<file path="config.mk">
export PLATFORM = sky130hd
export DESIGN_NAME = nand_cmd_seq
export DESIGN_NICKNAME = d
export VERILOG_FILES = /design/src/rtl/nand_cmd_seq.sv
export SDC_FILE = /design/constraint.sdc
export NUM_CORES = 1
export LEC_CHECK = 0
export ABC_CLOCK_PERIOD_IN_PS = 7900
export CORE_UTILIZATION = 40
export CTS_CLUSTER_DIAMETER = 120
export DETAILED_ROUTE_END_ITERATION = 6
export PLACE_DENSITY = 0.76
export SYNTH_ARGS = -nofsm -noshare
export SYNTH_HDL_FRONTEND = slang
export SYNTH_SLANG_ARGS = --single-unit
</file>
<file path="constraint.sdc">
create_clock -name clk0 -period 7.9 [get_ports clk0]
set_clock_uncertainty 0.05 [all_clocks]
set_input_delay 1.58 -clock clk0 [delete_from_list [all_inputs] [get_ports clk0]]
set_output_delay 1.58 -clock clk0 [all_outputs]
set_load 0.02 [all_outputs]
</file>
<file path="src/rtl/nand_cmd_seq.sv">
// NAND command/address write sequencer: drives CE#/CLE/ALE/WE# and write data
// for cmd0, up to five address bytes and an optional cmd1, all timed by one down-counter.
//
// state      | meaning
// S_IDLE     | waiting for a request, CE# released
// S_CS_SETUP | CE# low, before the first WE# pulse (T_CS cycles)
// S_WE_LOW   | WE# low, byte on DQ (T_WP cycles)
// S_WE_HIGH  | WE# high, byte and CLE/ALE held (T_WH cycles)
// S_HOLD     | CE# still low after the last byte (T_CH cycles)
module nand_cmd_seq #(
    parameter int T_CS = 2,
    parameter int T_WP = 3,
    parameter int T_WH = 3,
    parameter int T_CH = 2
) (
    input  logic        clk0,
    input  logic        rstn0,
    input  logic        req_valid,
    output logic        req_ready,
    input  logic [7:0]  req_cmd0,
    input  logic [2:0]  req_naddr,
    input  logic [39:0] req_addr,
    input  logic        req_cmd1_en,
    input  logic [7:0]  req_cmd1,
    input  logic [2:0]  req_ce,
    input  logic        wp_n_in,
    output logic        done,
    output logic        busy,
    output logic        ctrl_cle,
    output logic        ctrl_ale,
    output logic        ctrl_wen,
    output logic        ctrl_wen_sel,
    output logic        ctrl_wrn,
    output logic        ctrl_wpn,
    output logic [7:0]  ctrl_cen,
    output logic        dq_oe_n,
    output logic [7:0]  wr_data_rise,
    output logic [7:0]  wr_data_fall
);

    localparam logic [3:0] LD_CS = 4'(T_CS - 1);
    localparam logic [3:0] LD_WP = 4'(T_WP - 1);
    localparam logic [3:0] LD_WH = 4'(T_WH - 1);
    localparam logic [3:0] LD_CH = 4'(T_CH - 1);

    typedef enum logic [2:0] {
        S_IDLE,
        S_CS_SETUP,
        S_WE_LOW,
        S_WE_HIGH,
        S_HOLD
    } state_t;

    state_t      state, state_nx;
    logic [3:0]  tmr, tmr_nx;
    logic [2:0]  idx, idx_nx;

    logic [7:0]  cmd0_q, cmd1_q;
    logic [2:0]  naddr_q, ce_q;
    logic [39:0] addr_q;
    logic        cmd1_en_q;

    logic        accept;
    logic        last_byte;
    logic [2:0]  nbytes_m1;

    logic [7:0]  byte_nx;
    logic        is_cmd_nx;
    logic [2:0]  ce_sel;
    logic [7:0]  cen_nx;
    logic        cle_nx, ale_nx, wen_nx, oe_nx, done_nx;
    logic [7:0]  data_nx;
    logic [7:0]  wr_data;

    assign accept    = req_valid && req_ready;
    assign nbytes_m1 = naddr_q + {2'b00, cmd1_en_q};
    assign last_byte = (idx == nbytes_m1);

    assign busy         = ~req_ready;
    assign ctrl_wen_sel = 1'b0;
    assign ctrl_wrn     = 1'b1;
    assign wr_data_rise = wr_data;
    assign wr_data_fall = wr_data;

    // Outputs are registered from next-state values so they line up with the state they describe.
    always_ff @(posedge clk0) begin
        if (!rstn0) begin
            state     <= S_IDLE;
            tmr       <= 4'd0;
            idx       <= 3'd0;
            cmd0_q    <= 8'h00;
            cmd1_q    <= 8'h00;
            naddr_q   <= 3'd0;
            ce_q      <= 3'd0;
            addr_q    <= 40'h0;
            cmd1_en_q <= 1'b0;
            req_ready <= 1'b0;
            done      <= 1'b0;
            ctrl_cen  <= 8'hFF;
            ctrl_cle  <= 1'b0;
            ctrl_ale  <= 1'b0;
            ctrl_wen  <= 1'b1;
            ctrl_wpn  <= 1'b0;
            dq_oe_n   <= 1'b1;
            wr_data   <= 8'h00;
        end else begin
            state     <= state_nx;
            tmr       <= tmr_nx;
            idx       <= idx_nx;
            if (accept) begin
                cmd0_q    <= req_cmd0;
                cmd1_q    <= req_cmd1;
                naddr_q   <= (req_naddr > 3'd5) ? 3'd5 : req_naddr;
                ce_q      <= req_ce;
                addr_q    <= req_addr;
                cmd1_en_q <= req_cmd1_en;
            end
            req_ready <= (state_nx == S_IDLE);
            done      <= done_nx;
            ctrl_cen  <= cen_nx;
            ctrl_cle  <= cle_nx;
            ctrl_ale  <= ale_nx;
            ctrl_wen  <= wen_nx;
            ctrl_wpn  <= wp_n_in;
            dq_oe_n   <= oe_nx;
            wr_data   <= data_nx;
        end
    end

    always_comb begin
        state_nx = state;
        tmr_nx   = tmr;
        idx_nx   = idx;
        case (state)
            S_IDLE: begin
                if (accept) begin
                    state_nx = S_CS_SETUP;
                    tmr_nx   = LD_CS;
                    idx_nx   = 3'd0;
                end
            end
            S_CS_SETUP: begin
                if (tmr == 4'd0) begin
                    state_nx = S_WE_LOW;
                    tmr_nx   = LD_WP;
                end else begin
                    tmr_nx = tmr - 4'd1;
                end
            end
            S_WE_LOW: begin
                if (tmr == 4'd0) begin
                    state_nx = S_WE_HIGH;
                    tmr_nx   = LD_WH;
                end else begin
                    tmr_nx = tmr - 4'd1;
                end
            end
            S_WE_HIGH: begin
                if (tmr == 4'd0) begin
                    if (last_byte) begin
                        state_nx = S_HOLD;
                        tmr_nx   = LD_CH;
                    end else begin
                        state_nx = S_WE_LOW;
                        tmr_nx   = LD_WP;
                        idx_nx   = idx + 3'd1;
                    end
                end else begin
                    tmr_nx = tmr - 4'd1;
                end
            end
            S_HOLD: begin
                if (tmr == 4'd0) begin
                    state_nx = S_IDLE;
                    tmr_nx   = 4'd0;
                end else begin
                    tmr_nx = tmr - 4'd1;
                end
            end
            default: begin
                state_nx = S_IDLE;
                tmr_nx   = 4'd0;
                idx_nx   = 3'd0;
            end
        endcase
    end

    always_comb begin
        byte_nx   = cmd0_q;
        is_cmd_nx = 1'b1;
        if (idx_nx != 3'd0) begin
            if (idx_nx > naddr_q) begin
                byte_nx = cmd1_q;
            end else begin
                is_cmd_nx = 1'b0;
                case (idx_nx)
                    3'd1:    byte_nx = addr_q[7:0];
                    3'd2:    byte_nx = addr_q[15:8];
                    3'd3:    byte_nx = addr_q[23:16];
                    3'd4:    byte_nx = addr_q[31:24];
                    3'd5:    byte_nx = addr_q[39:32];
                    default: byte_nx = 8'h00;
                endcase
            end
        end

        // On the accept cycle the latched CE index is not yet valid.
        ce_sel  = accept ? req_ce : ce_q;
        cen_nx  = 8'hFF;
        cle_nx  = 1'b0;
        ale_nx  = 1'b0;
        wen_nx  = 1'b1;
        oe_nx   = 1'b1;
        data_nx = wr_data;
        case (state_nx)
            S_CS_SETUP, S_HOLD: begin
                cen_nx = ~(8'h01 << ce_sel);
            end
            S_WE_LOW, S_WE_HIGH: begin
                cen_nx  = ~(8'h01 << ce_sel);
                cle_nx  = is_cmd_nx;
                ale_nx  = ~is_cmd_nx;
                wen_nx  = (state_nx == S_WE_HIGH);
                oe_nx   = 1'b0;
                data_nx = byte_nx;
            end
            default: ;
        endcase
        done_nx = (state == S_HOLD) && (state_nx == S_IDLE);
    end

endmodule

</file>
==> impl_metrics.yaml <==
clock_network:
  clock_path_buffers: 2
  clk_latency_ps: 370
  clk_pin_slew_ps: 90
  cts_buffers: 9
  clkSinkCount: 96
  cts_hold_buf: 0
  root_buffer: "clkbuf_8"
  cts_setup_buffers: 0
  cts-resized-gates: 0
  h-tree-depth: 3
  cts_tree: "built"
finish:
  drive_above_1_share_pct: 4.72
  synthToLayoutAreaGrowth_pct: 26.7
  antennaDiodeCount: 0
  nets: 705
floorplan:
  row_count: 37
  die_height_um: 107
  io_pins: 101
  die_x_um: 107
  coreArea_um2: 10500
  initial_core_util_pct: 41.9
  die_area_um2: 11400
power:
  netSwitchingPower_w: 0.000461
  power_density_nw_per_um2: 240
  p_sw_share_pct: 34.6
  p_seq_share_pct: 44.9
  comb_power_share_pct: 30.4
  power.total_w: 0.00133
  peakVddDrop_mv: 0.0956
  p_leak_nw: 2.02
  intPower_w: 0.000872
  pwr-share-clk_pct: 24.7
synth:
  syn_inst: 561
  synthArstFlopShare_pct: 0
  yosysWarnings: 0
  ys_seq_elements: 96
  ys_seq_area_share_pct: 43.8
  synthFlopType: "dfxtp_1"
  syn_nets: 636
  ys_top_cells_by_area: "dfxtp_1 (44%), nand2_1 (14%), a21oi_1 (8.9%), clkbuf_1 (2.3%), ha_1 (2.3%)"
  netlist.area_leader.share_pct: 43.8
  yosysUniqueCellTypes: 50
  mappedNetlistArea_um2: 4380
  synth_edf_count: 0
  synth.avg_cell_area_um2: 7.81
  yosys.area.top_type: "dfxtp_1"
global_route:
  antenna_found_initial: 0
  grtUsageTotal_pct: 20.5
  grt_pass1_vias: 3886
  gr-total-overflow: 0
  grt_max_degree: 72
  grt_pass1_wl_mm: 18.5
timing:
  setup_viol: 0
  slew_headroom_pct: 46.6
  layout_setup_ws_ps: 2430
  rsz0062_at_grt: "false"
  fmax_mhz: 183
  report.final.slew_viol_count: 0
  setup-tns-final_ps: 0
  fin_crit_sh_pct: 69.2
  worstMarginPinSlew_ps: 801
  hold_violations: 0
  fin_crit_ps: 5470
worst_setup_path:
  crit_path_frequent_cell: "and2_1"
  crit_chain: "clkdlybuf4s50_1 > and2_2 > buf_4 > nand3_1 > o2111ai_1 > and2_1 > inv_2 > ha_1 > o21ai_0 > inv_1 > o21a_1 > and2_1 > a211o_1 > o32a_1"
  cpPeakStageDelay_ps: 690
  crit_buf_inv: 4
  reg2reg_setup_slack_ps: 3660
  cp_data_required_time_ps: 8100
  critical_path.endpoint_type: "flop"
  r2r_end: "wr_data_fall[6]"
  cp-start-kind: "primary input"
  ff2ff_path_depth: 14
  path_class: "in2reg"
  critPathSlowestCell: "and2_1"
  cp_top_family: "buffers and inverters"
  critical_path.max_fanout: 71
  worstPathArrival_ps: 5670
  rr_startpoint: "naddr_q[0]"
status:
  status: "finished, final reports clean"
hold_path:
  hold_class: "reg2reg"
  holdPathEnd: "addr_q[30]"
  hold_path_depth: 2
  hp-start: "addr_q[30]"
placed_design:
  place_hpwl_mm: 8.27
  gp_congestion: 0.865
  dp_slack_ps: 2150
  portBuffers: 98
routing:
  ant_nets: 0
  first_pass_iters: 5
  post_drt_wl_per_cell_um: 14.7
  vias_per_cell: 5.29
  drt-total-wl_mm: 11.3
  drt_iter0_markers: 291
  drc: 0
  vias: 4080
flow_run:
  maxCapViolCount: 0
[cells in the mapped netlist (2+ instances only)]
library cell	n
a211o_1	8
a21boi_0	8
a21oi_1	78
a32oi_1	2
and2_1	13
and3_1	3
buf_1	4
buf_4	11
buf_6	2
clkbuf_1	27
conb_1	2
dfxtp_1	96
ha_1	8
inv_1	21
mux2i_1	2
nand2_1	167
nand3_1	6
nand3b_1	7
nor2_1	22
nor3_1	3
nor3b_1	2
o211ai_1	2
o21a_1	3
o21ai_0	19
o221a_1	8
o32a_1	8
or2_2	2
or3_1	3
xnor2_1	2
xor2_1	2
[cell type report]
cell class / count / area, µm²
Sequential cell: 96 / 1920
Timing Repair Buffer: 102 / 1010
Inverter: 23 / 86.3
Fill cell: 1012 / 4910
Tap cell: 136 / 170
Multi-Input combinational cell: 398 / 2160
Clock inverter: 5 / 63.8
Clock buffer: 11 / 141
[routing by layer]
layer	global-route usage [%]	vias to the layer above	routed length [µm]
met5	0	-	0
met4	7.14	0	238
met3	4.07	20	560
met2	34.6	138	5450
met1	25.8	1901	5090
li1	-	2021	-
[layout by cell type (no fill, tap or decap), drive strengths merged, types with 11 or more instances in the layout]
master,Yosys,routed
a21oi,78,78
clkdlybuf4s50,0,98
inv,22,23
dfxtp,96,96
and2,13,13
nor2,22,22
clkbuf,27,11
o21ai,19,19
nand2,167,167
[worst min-delay path, delay by kind of cell, from the launching register on]
family          cells  cell delay (ps)
compound gates      1               50
flops               1              320
simple gates        1               50
[kinds of logic (layout without fill, tap and decap cells)]
group | count (synthesis) | count (layout) | share of synthesized area, %
compound gates | 145 | 145 | 21.6
xor+xnor | 5 | 5 | 1.31
fa+ha+maj | 8 | 8 | 2.28
buf+inv | 67 | 141 | 7.02
flops | 96 | 96 | 43.8
mux | 3 | 3 | 0.799
other cells | 2 | 2 | 0.171
simple gates | 235 | 235 | 23.0
[worst max-delay path by stage]
stage                     startpoint         endpoint  slack (ps)  cells past startpoint
after floorplan            req_valid  wr_data_fall[7]        3570                     14
after CTS                  req_valid  wr_data_fall[0]        2510                     14
final                      req_valid  wr_data_fall[6]        2430                     14
after global routing       req_valid  wr_data_fall[0]        2150                     14
after global placement     req_valid  wr_data_fall[4]        2290                     14
after detailed placement   req_valid  wr_data_fall[0]        2150                     14
[state kept, by name, summed over array words and instances, names as in the netlist]
register	flops
ctrl_cle	1
dq_oe_n	1
ctrl_ale	1
cmd1_en_q	1
ctrl_wpn	1
cmd0_q	8
idx	3
ctrl_wen	1
req_ready	1
addr_q	40
tmr	4
wr_data_fall	8
state	3
cmd1_q	8
ce_q	3
done	1
ctrl_cen	8
naddr_q	3
[stage by stage]
step	hold slack (ps)	std cells	util (%)	cell area [µm²]
2_1_floorplan	382	561	-	4380
3_3_place_gp	399	755	51.1	5350
3_5_place_dp	405	755	51.1	5350
4_1_cts	419	771	53.1	5550
5_1_grt	439	771	53.1	5550
6_report	416	771	53.1	5550
[power groups by stage]
stage	sequential, W	clock (W)	combinational (W)
3_3_place_gp	0.000606	0	0.000385
4_1_cts	0.000597	0.000333	0.000402
3_5_place_dp	0.000608	0	0.000399
2_1_floorplan	0.000599	0	0.000269
6_report	0.000598	0.000329	0.000405
5_1_grt	0.000605	0.000358	0.000450
(Power assumes the default switching activity.)
